[src/rtl/multicycle_control_unit.sv]
// Multi-cycle RV32I control unit: sequences FETCH/DECODE/EXECUTE/MEM/WB phases,
// decodes the instruction word into datapath selects and owns the data-bus handshake.
// Optional feature: define CU_ILLEGAL_TRAP_EN to trap on unknown opcodes (TRAP state,
// illegal = 1) instead of skipping them with a PC update in DECODE.
module multicycle_control_unit (
    input  logic        clk,
    input  logic        reset,
    input  logic [31:0] instrCode,
    input  logic        busReady,
    output logic        PCEn,
    output logic        regFileWe,
    output logic        aluSrcMuxSel,
    output logic [3:0]  aluControl,
    output logic [2:0]  RFWDSrcMuxSel,
    output logic        branch,
    output logic        jal,
    output logic        jalr,
    output logic        busWe,
    output logic        busRe,
    output logic [2:0]  busFunct3,
    output logic        illegal
);

    localparam logic [6:0] OpR  = 7'b0110011;
    localparam logic [6:0] OpI  = 7'b0010011;
    localparam logic [6:0] OpL  = 7'b0000011;
    localparam logic [6:0] OpS  = 7'b0100011;
    localparam logic [6:0] OpB  = 7'b1100011;
    localparam logic [6:0] OpLu = 7'b0110111;
    localparam logic [6:0] OpAu = 7'b0010111;
    localparam logic [6:0] OpJ  = 7'b1101111;
    localparam logic [6:0] OpJl = 7'b1100111;

`ifdef CU_ILLEGAL_TRAP_EN
    typedef enum logic [3:0] {
        StFetch, StDecode, StRExe, StIExe, StLuExe, StAuExe, StJExe, StBExe,
        StBPc, StLExe, StLMem, StLWb, StSExe, StSMem, StTrap
    } state_e;
`else
    typedef enum logic [3:0] {
        StFetch, StDecode, StRExe, StIExe, StLuExe, StAuExe, StJExe, StBExe,
        StBPc, StLExe, StLMem, StLWb, StSExe, StSMem
    } state_e;
`endif

    state_e state_q, state_d;

    logic [6:0] opcode;
    logic [2:0] funct3;
    logic       is_r, is_i, is_l, is_s, is_b, is_lu, is_au, is_j, is_jl, is_known;
    logic [3:0] alu_ctrl_dec;
    logic       alu_src_dec;
    logic [2:0] wd_src_dec;
    logic       unused_instr;

    assign opcode   = instrCode[6:0];
    assign funct3   = instrCode[14:12];
    assign is_r     = (opcode == OpR);
    assign is_i     = (opcode == OpI);
    assign is_l     = (opcode == OpL);
    assign is_s     = (opcode == OpS);
    assign is_b     = (opcode == OpB);
    assign is_lu    = (opcode == OpLu);
    assign is_au    = (opcode == OpAu);
    assign is_j     = (opcode == OpJ);
    assign is_jl    = (opcode == OpJl);
    assign is_known = is_r | is_i | is_l | is_s | is_b | is_lu | is_au | is_j | is_jl;

    // Only SRAI among I-type ops takes instr[30]; L/S/JL and the rest default to ADD.
    assign alu_ctrl_dec = is_r ? {instrCode[30], funct3} :
                          is_i ? ((funct3 == 3'b101) ? {instrCode[30], funct3} : {1'b0, funct3}) :
                          is_b ? {1'b0, funct3} : 4'b0000;
    assign alu_src_dec  = is_i | is_l | is_s;
    assign wd_src_dec   = is_l             ? 3'd1 :
                          is_lu            ? 3'd2 :
                          is_au            ? 3'd3 :
                          (is_j | is_jl)   ? 3'd4 : 3'd0;

    assign unused_instr = ^{instrCode[31], instrCode[29:15], instrCode[11:7]};

    // State register; async reset forces FETCH so all outputs drop immediately.
    always_ff @(posedge clk or negedge reset) begin
        if (!reset) begin
            state_q <= StFetch;
        end else begin
            state_q <= state_d;
        end
    end

    // Next-state and output decode.
    always_comb begin
        state_d       = state_q;
        PCEn          = 1'b0;
        regFileWe     = 1'b0;
        aluSrcMuxSel  = 1'b0;
        aluControl    = 4'b0000;
        RFWDSrcMuxSel = 3'd0;
        branch        = 1'b0;
        jal           = 1'b0;
        jalr          = 1'b0;
        busWe         = 1'b0;
        busRe         = 1'b0;
        busFunct3     = 3'b000;
        illegal       = 1'b0;

        // Datapath selects follow the held instruction from DECODE until the final state.
        if (state_q != StFetch
`ifdef CU_ILLEGAL_TRAP_EN
            && state_q != StTrap
`endif
            && is_known) begin
            aluSrcMuxSel  = alu_src_dec;
            aluControl    = alu_ctrl_dec;
            RFWDSrcMuxSel = wd_src_dec;
            busFunct3     = funct3;
            jal           = is_j | is_jl;
            jalr          = is_jl;
        end

        case (state_q)
            StFetch: state_d = StDecode;
            StDecode: begin
                if (is_r)                state_d = StRExe;
                else if (is_i)           state_d = StIExe;
                else if (is_l)           state_d = StLExe;
                else if (is_s)           state_d = StSExe;
                else if (is_b)           state_d = StBExe;
                else if (is_lu)          state_d = StLuExe;
                else if (is_au)          state_d = StAuExe;
                else if (is_j || is_jl)  state_d = StJExe;
                else begin
`ifdef CU_ILLEGAL_TRAP_EN
                    state_d = StTrap;
`else
                    PCEn    = 1'b1;
                    state_d = StFetch;
`endif
                end
            end
            StRExe, StIExe, StLuExe, StAuExe, StJExe: begin
                regFileWe = 1'b1;
                PCEn      = 1'b1;
                state_d   = StFetch;
            end
            StBExe: begin
                branch  = 1'b1;
                state_d = StBPc;
            end
            StBPc: begin
                branch  = 1'b1;
                PCEn    = 1'b1;
                state_d = StFetch;
            end
            StLExe: state_d = StLMem;
            StLMem: begin
                busRe = 1'b1;
                if (busReady) state_d = StLWb;
            end
            StLWb: begin
                regFileWe = 1'b1;
                PCEn      = 1'b1;
                state_d   = StFetch;
            end
            StSExe: state_d = StSMem;
            StSMem: begin
                busWe = 1'b1;
                if (busReady) begin
                    PCEn    = 1'b1;
                    state_d = StFetch;
                end
            end
`ifdef CU_ILLEGAL_TRAP_EN
            StTrap: illegal = 1'b1;
`endif
            default: state_d = StFetch;
        endcase
    end

endmodule

[config.mk]
export PLATFORM = sky130hd
export DESIGN_NAME = multicycle_control_unit
export DESIGN_NICKNAME = d
export VERILOG_FILES = /design/src/rtl/multicycle_control_unit.sv
export SDC_FILE = /design/constraint.sdc
export NUM_CORES = 1
export LEC_CHECK = 0
export ABC_CLOCK_PERIOD_IN_PS = 1910
export CORE_MARGIN = 3
export CORE_UTILIZATION = 31
export DETAILED_ROUTE_END_ITERATION = 12
export PLACE_DENSITY = 0.89
export SETUP_SLACK_MARGIN = 0.1
export SLEW_MARGIN = 20
export SYNTH_ARGS = -nofsm -noshare
export SYNTH_HDL_FRONTEND = slang
export SYNTH_SLANG_ARGS = --single-unit
[constraint.sdc]
create_clock -name clk -period 1.91 [get_ports clk]
set_clock_uncertainty 0.2 [all_clocks]
set_input_delay 0.191 -clock clk [delete_from_list [all_inputs] [get_ports clk]]
set_output_delay 0.191 -clock clk [all_outputs]
set_load 0.01 [all_outputs]
==> reports/results.tsv, run 1 <==
stage	metric	value	unit
drt	Max Used Layer	met4	
setup_path	startpoint types	flop	
die	core area	0.00182	sq mm
clocking	worst-case clock buffer depth	2	
die	I/O pin cnt	54	
placement	port buffer count	31	
global_route	first-pass GRT wire length	4910	um
synthesis	number of synthesized flops with an enable pin	0	
die	site row count	15	
drt	WL met2	1690	um
die	initial core utilization	34.6	%
layout	area grow syn2layout	129	%
timing	unrepaired setup endpoints after global routing	true	
die	Die Span X	51.1	um
clocking	Num CTS Buffers	3	
layout	utilization after layout	79.0	%
layout	Finished Layout Cells	177	
pwr	PwrDens	557	mW/mm^2
synthesis	ys flop type	dfrtp_1	
setup_path	crit path DAT	1600	ps
run	Max-Cap Viols	0	
clocking	H-Tree Depth	1	
drt	Routed WL	3050	um
synthesis	distinct cell type count after synthesis	39	
timing	fmax	501	MHz
placement	HPWL after DPL	1920	um
layout	share of cells above drive strength 1	63.8	%
drt	1st-pass router iterations	4	
layout	Largest regs	state_q: 4 flops	
timing	period utilization	104	%
drt	Via-to-Cell Ratio	5.58	
pwr	leak pwr	0.641	nW
synthesis	Post-Syn Area	629	sq um
setup_path	R2R cell count	6	
timing	hold_ws	297	ps
drt	initial DRC count	12	
layout	Largest Register	state_q	
clocking	clock sinks	4	
synthesis	syn avg cell area	7.23	sq um
pwr	Peak VDD IR	0.319	mV
drt	M1 WL	1030	um
synthesis	post-synthesis cell count	87	
drt	via count	987	
global_route	initial antenna violation count	0	
drt	routed wire length per instance	17.2	um
timing	Setup Viol. Count Final	8	
die	die area	0.00261	sq mm
layout	final instance area	0.00144	sq mm
drt	WL met3	189	um
clocking	clock slew at reported path FFs	40	ps
status	outcome	finished with violations	
global_route	pin count of the biggest net entering global routing	11	
drt	Residual DRC	0	
synthesis	sequential fraction of the synthesis area	15.9	%
placement	Final Wtd Congestion	0.976	
placement	Placed Area	0.00111	sq mm
setup_path	Max FO, Critical Path	4	
timing	Final Worst Setup Slack	-84.6	ps
synthesis	Post-Syn Nets	122	
synthesis	Yosys reg bits	4	
synthesis	Async S/R FF share, synth	100	%
clocking	clock tree from TritonCTS	done	
placement	pre-CTS WS	-704	ps
global_route	GRT Overall Usage	24.9	%
die	Die H	51.1	um
layout	Largest register FFs	4	
layout	ANT cells	0	
drt	final antenna-violating net count	0	
status	failing checks	setup timing	
layout	Final #Nets	189	
timing	Final Critical Period	1990	ps
min_path	hold depth	4	
min_path	Worst Hold Class	in2reg	
setup_path	kind of critical path	reg2out	
timing	setup TNS	-424	ps
setup_path	Critical Path RT	1520	ps
timing	Final Slew Violations	0	
timing	Final Hold Viols	0	
placement	Inst Count DP	162	
global_route	vias in the first global route	1090	
clocking	Root Buffer	clkbuf_4	
setup_path	Critical Path End Type	output pin	
clocking	Skew-Pair Late Insertion Delay	230	ps
synthesis	Yosys warnings	0	
pwr	total power	0.802	mW
global_route	GRT overflow	0	
## cells in the final DEF, fill, tap and decap left out, drive strengths merged, types with 2 or more instances in the layout
| cell type | instances |
|---|---|
| nor3 | 7 |
| inv | 2 |
| a31oi | 2 |
| nor2b | 3 |
| clkbuf | 3 |
| and4 | 2 |
| buf | 53 |
| and2 | 3 |
| nor2 | 11 |
| dfrtp | 4 |
| and3 | 4 |
| nand2 | 7 |
| clkdlybuf4s15 | 2 |
| nor4 | 3 |
| nand2b | 4 |
| o21ai | 3 |
| dlygate4sd2 | 6 |
| a21oi | 2 |
| nand3 | 3 |
| and3b | 2 |
| nand3b | 3 |
| clkdlybuf4s50 | 6 |
## routing by layer
metal  track usage [%]  vias to the layer above
met2              49.6                       55
li1                  -                      450
met3              5.25                       17
met4              14.8                        0
met1              22.3                      465
met5                 0                        -
## Yosys cell counts, types with 2 or more instances
cell type  number  area share, %
a31oi_1         2            2.0
and2_2          3            3.6
and3_2          4            4.8
and4_1          2            2.8
buf_2           2            1.6
buf_6           3            5.4
dfrtp_1         4             16
inv_1           2            1.2
nand2_1         7            4.2
nand2b_1        4            4.0
nand3_1         3            2.4
nand3b_1        3            3.6
nor2_1         11            6.6
nor2b_1         3            3.0
nor3_1          7            5.6
nor4_1          2            2.0
o21ai_0         3            2.4
## worst max-delay path: stages, from the launching register on
cell	delay [ps]
dfrtp_2	450
nor4_4	300
buf_6	170
a21oi_4	50
buf_6	130
and4_1	140
buf_2	140
## what timing repair did
| action | in CTS | in global routing |
|---|---|---|
| gates resized for setup | 120 | 23 |
| gates cloned | 1 | 0 |
| pin swaps | 19 | 8 |
| setup buffers | 11 | 0 |
| hold buffers | 1 | 0 |
| endpoints found under the hold margin | 4 | 0 |
| setup endpoints to repair | 18 | 16 |
## worst paths after layout
check                             start  slack [ps]                to
max reg2reg                  state_q[1]         260        state_q[3]
max in group asynchronous         reset         780        state_q[2]
min reg2reg                  state_q[0]         510        state_q[1]
min                        instrCode[4]         300        state_q[1]
max                          state_q[1]         -80  RFWDSrcMuxSel[0]
min in group asynchronous         reset         530        state_q[1]
## cell type report
class / count / area, sq um
timing repair buffer: 68 / 602
sequential: 4 / 104
multi-input combinational: 75 / 672
fill: 125 / 382
inverter: 2 / 7.51
clock buffer: 3 / 22.5
tap: 25 / 31.3
## cells by family (layout without fill, tap and decap cells)
group                     Yosys count  in the layout  synth area share (%)
AOI/OAI and AO/OA                  16             17                  20.1
DFF                                 4              4                  15.9
and+or+nand+nor                    56             56                  52.1
other                               1              1                 0.596
buffers and inverters               9             73                  9.94
xor gates and xnor gates            1              1                  1.39
## where the power goes
| part | total (mW) | leakage [nW] | switching (mW) | internal [mW] |
|---|---|---|---|---|
| Combinational | 0.574 | 0.579 | 0.269 | 0.305 |
| Clock | 0.101 | 0.0138 | 0.0312 | 0.0701 |
| Sequential | 0.127 | 0.0485 | 0.0268 | 0.100 |
No activity file was read; power rests on OpenSTA's default activity.
==> run 2: changes to the inputs <==
--- a/config.mk
+++ b/config.mk
@@ -6,9 +6,12 @@
 export NUM_CORES = 1
 export LEC_CHECK = 0
 export ABC_CLOCK_PERIOD_IN_PS = 1910
+export CELL_PAD_IN_SITES_DETAIL_PLACEMENT = 0
+export CELL_PAD_IN_SITES_GLOBAL_PLACEMENT = 1
 export CORE_MARGIN = 3
-export CORE_UTILIZATION = 31
+export CORE_UTILIZATION = 20
 export DETAILED_ROUTE_END_ITERATION = 12
+export GPL_ROUTABILITY_DRIVEN = 0
 export PLACE_DENSITY = 0.89
 export SETUP_SLACK_MARGIN = 0.1
 export SLEW_MARGIN = 20
==> reports/results.tsv, run 2 (synthesis gave the netlist of run 1 again) <==
stage	metric	value	unit	change
global_route	GRT overflow	0		unchanged
global_route	vias in the first global route	1018		-6.6%
global_route	GRT Overall Usage	15.7	%	-9.2 points
setup_path	crit path DAT	1570	ps	-30 ps
timing	Final Hold Viols	0		unchanged
die	site row count	19		+4
pwr	PwrDens	570	mW/mm^2	+2.3%
timing	Final Critical Period	1960	ps	-30.3 ps
setup_path	flop-to-flop setup slack	160	ps	-100 ps
placement	pre-CTS WS	-668	ps	+35.6 ps
layout	share of cells above drive strength 1	66.3	%	+2.4 points
layout	area grow syn2layout	143	%	
clocking	Num CTS Buffers	3		unchanged
drt	via count	984		-0.30%
setup_path	Worst Setup SP	state_q[0]		
setup_path	kind of critical path	reg2out		
clocking	H-Tree Depth	1		unchanged
timing	Final Worst Setup Slack	-54.3	ps	+30.3 ps
drt	Via-to-Cell Ratio	4.73		-15%
status	failing checks	setup timing		
timing	fmax	509	MHz	+1.5%
setup_path	startpoint types	flop		
setup_path	R2R cell count	8		+2
global_route	pin count of the biggest net entering global routing	8		-3
layout	Largest regs	state_q: 4 flops		
clocking	Root Buffer	clkbuf_4		
global_route	first-pass GRT wire length	4440	um	-9.4%
layout	Final #Nets	203		+7.4%
placement	HPWL after DPL	1880	um	-2.1%
min_path	Worst Hold Class	in2reg		
drt	Residual DRC	0		unchanged
setup_path	Max FO, Critical Path	4		unchanged
setup_path	Critical Path End Type	output pin		
drt	initial DRC count	24		+12
status	outcome	finished with violations		
layout	commonest non-fill, non-tap cell in the layout	buf_4		
drt	final antenna-violating net count	0		unchanged
timing	unrepaired setup endpoints after global routing	true		
layout	Largest register FFs	4		unchanged
placement	Placed Area	0.00118	sq mm	+6.0%
run	Max-Cap Viols	0		unchanged
die	Die Span X	62.1	um	+22%
layout	Largest Register	state_q		
layout	Finished Layout Cells	208		+18%
clocking	Skew-Pair Late Insertion Delay	240	ps	about the same
min_path	Hold Crit Start	instrCode[4]		
drt	routed wire length per instance	14.2	um	-18%
die	initial core utilization	21.9	%	-13 points
timing	period utilization	103	%	-1.6 points
drt	1st-pass router iterations	4		unchanged
clocking	worst-case clock buffer depth	2		unchanged
pwr	total power	0.872	mW	+8.7%
pwr	Peak VDD IR	0.215	mV	-33%
layout	most frequent cells in the layout	41 x buf_4, 17 x buf_6, 10 x buf_2, 9 x nor2_1, 7 x dlygate4sd2_1		
timing	hold_ws	364	ps	+66.8 ps
timing	setup TNS	-306	ps	+118 ps
layout	ANT cells	0		unchanged
timing	Final Slew Violations	0		unchanged
clocking	clock sinks	4		unchanged
global_route	initial antenna violation count	0		unchanged
placement	Inst Count DP	185		+14%
die	I/O pin cnt	54		unchanged
die	core area	0.00288	sq mm	+58%
layout	utilization after layout	53.2	%	-26 points
die	Die H	62.1	um	+22%
placement	port buffer count	31		unchanged
setup_path	Critical Path RT	1520	ps	about the same
pwr	leak pwr	0.709	nW	+11%
drt	Routed WL	2950	um	-3.2%
timing	Setup Viol. Count Final	8		unchanged
setup_path	crit path capture	aluControl[3]		
setup_path	r2r startpoint	state_q[0]		
layout	final instance area	0.00153	sq mm	+6.3%
clocking	clock slew at reported path FFs	40	ps	about the same
clocking	clock tree from TritonCTS	done		
die	die area	0.00386	sq mm	+48%
setup_path	worst reg2reg endpoint	state_q[2]		
run 2: changes by cell type in the layout (fill, tap and decap cells not counted), sizes merged:
cell / change
clkdlybuf4s15: -2
dlygate4sd2: +1
buf: +15
run 2: critical path, stage by stage, from the launching register on:
cell	delay, ps
dfrtp_2	430
nor4_4	290
buf_6	160
a21oi_4	40
buf_6	140
and4_1	140
buf_2	140
run 2: area by class of cell:
| type | instances | area, sq um |
|---|---|---|
| clock buffer | 3 | 22.5 |
| fill | 270 | 1350 |
| inverter | 2 | 7.51 |
| multi-input combinational | 75 | 661 |
| sequential | 4 | 105 |
| tap | 42 | 52.6 |
| timing repair buffer | 82 | 681 |
run 2: how the worst min path moves through the flow:
stage                      end  slack (ps)  cells after the start
global placement    state_q[3]         200                      1
CTS                 state_q[1]         360                      4
global route        state_q[1]         390                      4
detailed placement  state_q[3]         200                      1
floorplan           state_q[0]        -300                      0
finish              state_q[1]         360                      4
run 2: per-layer routing:
metal / GRT usage [%] / vias up / wire length [um] / share of wire (%)
li1: - / 482 / - / -
met1: 15.9 / 468 / 1100 / 37
met2: 31.1 / 32 / 1720 / 58
met3: 1.86 / 2 / 109 / 3.7
met4: 6.97 / 0 / 25 / 0.85
met5: 0 / - / 0 / 0
run 2: what timing repair did:
action / CTS / global route
pin swaps: 19 / 4
hold endpoints to repair: 4 / 0
hold buffers: 1 / 0
cloned: 1 / 0
endpoints found under the setup margin: 20 / 18
gates resized for setup: 122 / 17
buffers inserted: 16 / 3
run 2: power breakdown:
group	total (mW)	internal, mW	switching (mW)	leakage [nW]
combinational	0.636	0.377	0.259	0.648
sequential	0.129	0.102	0.0270	0.0474
clock	0.106	0.0703	0.0358	0.0138
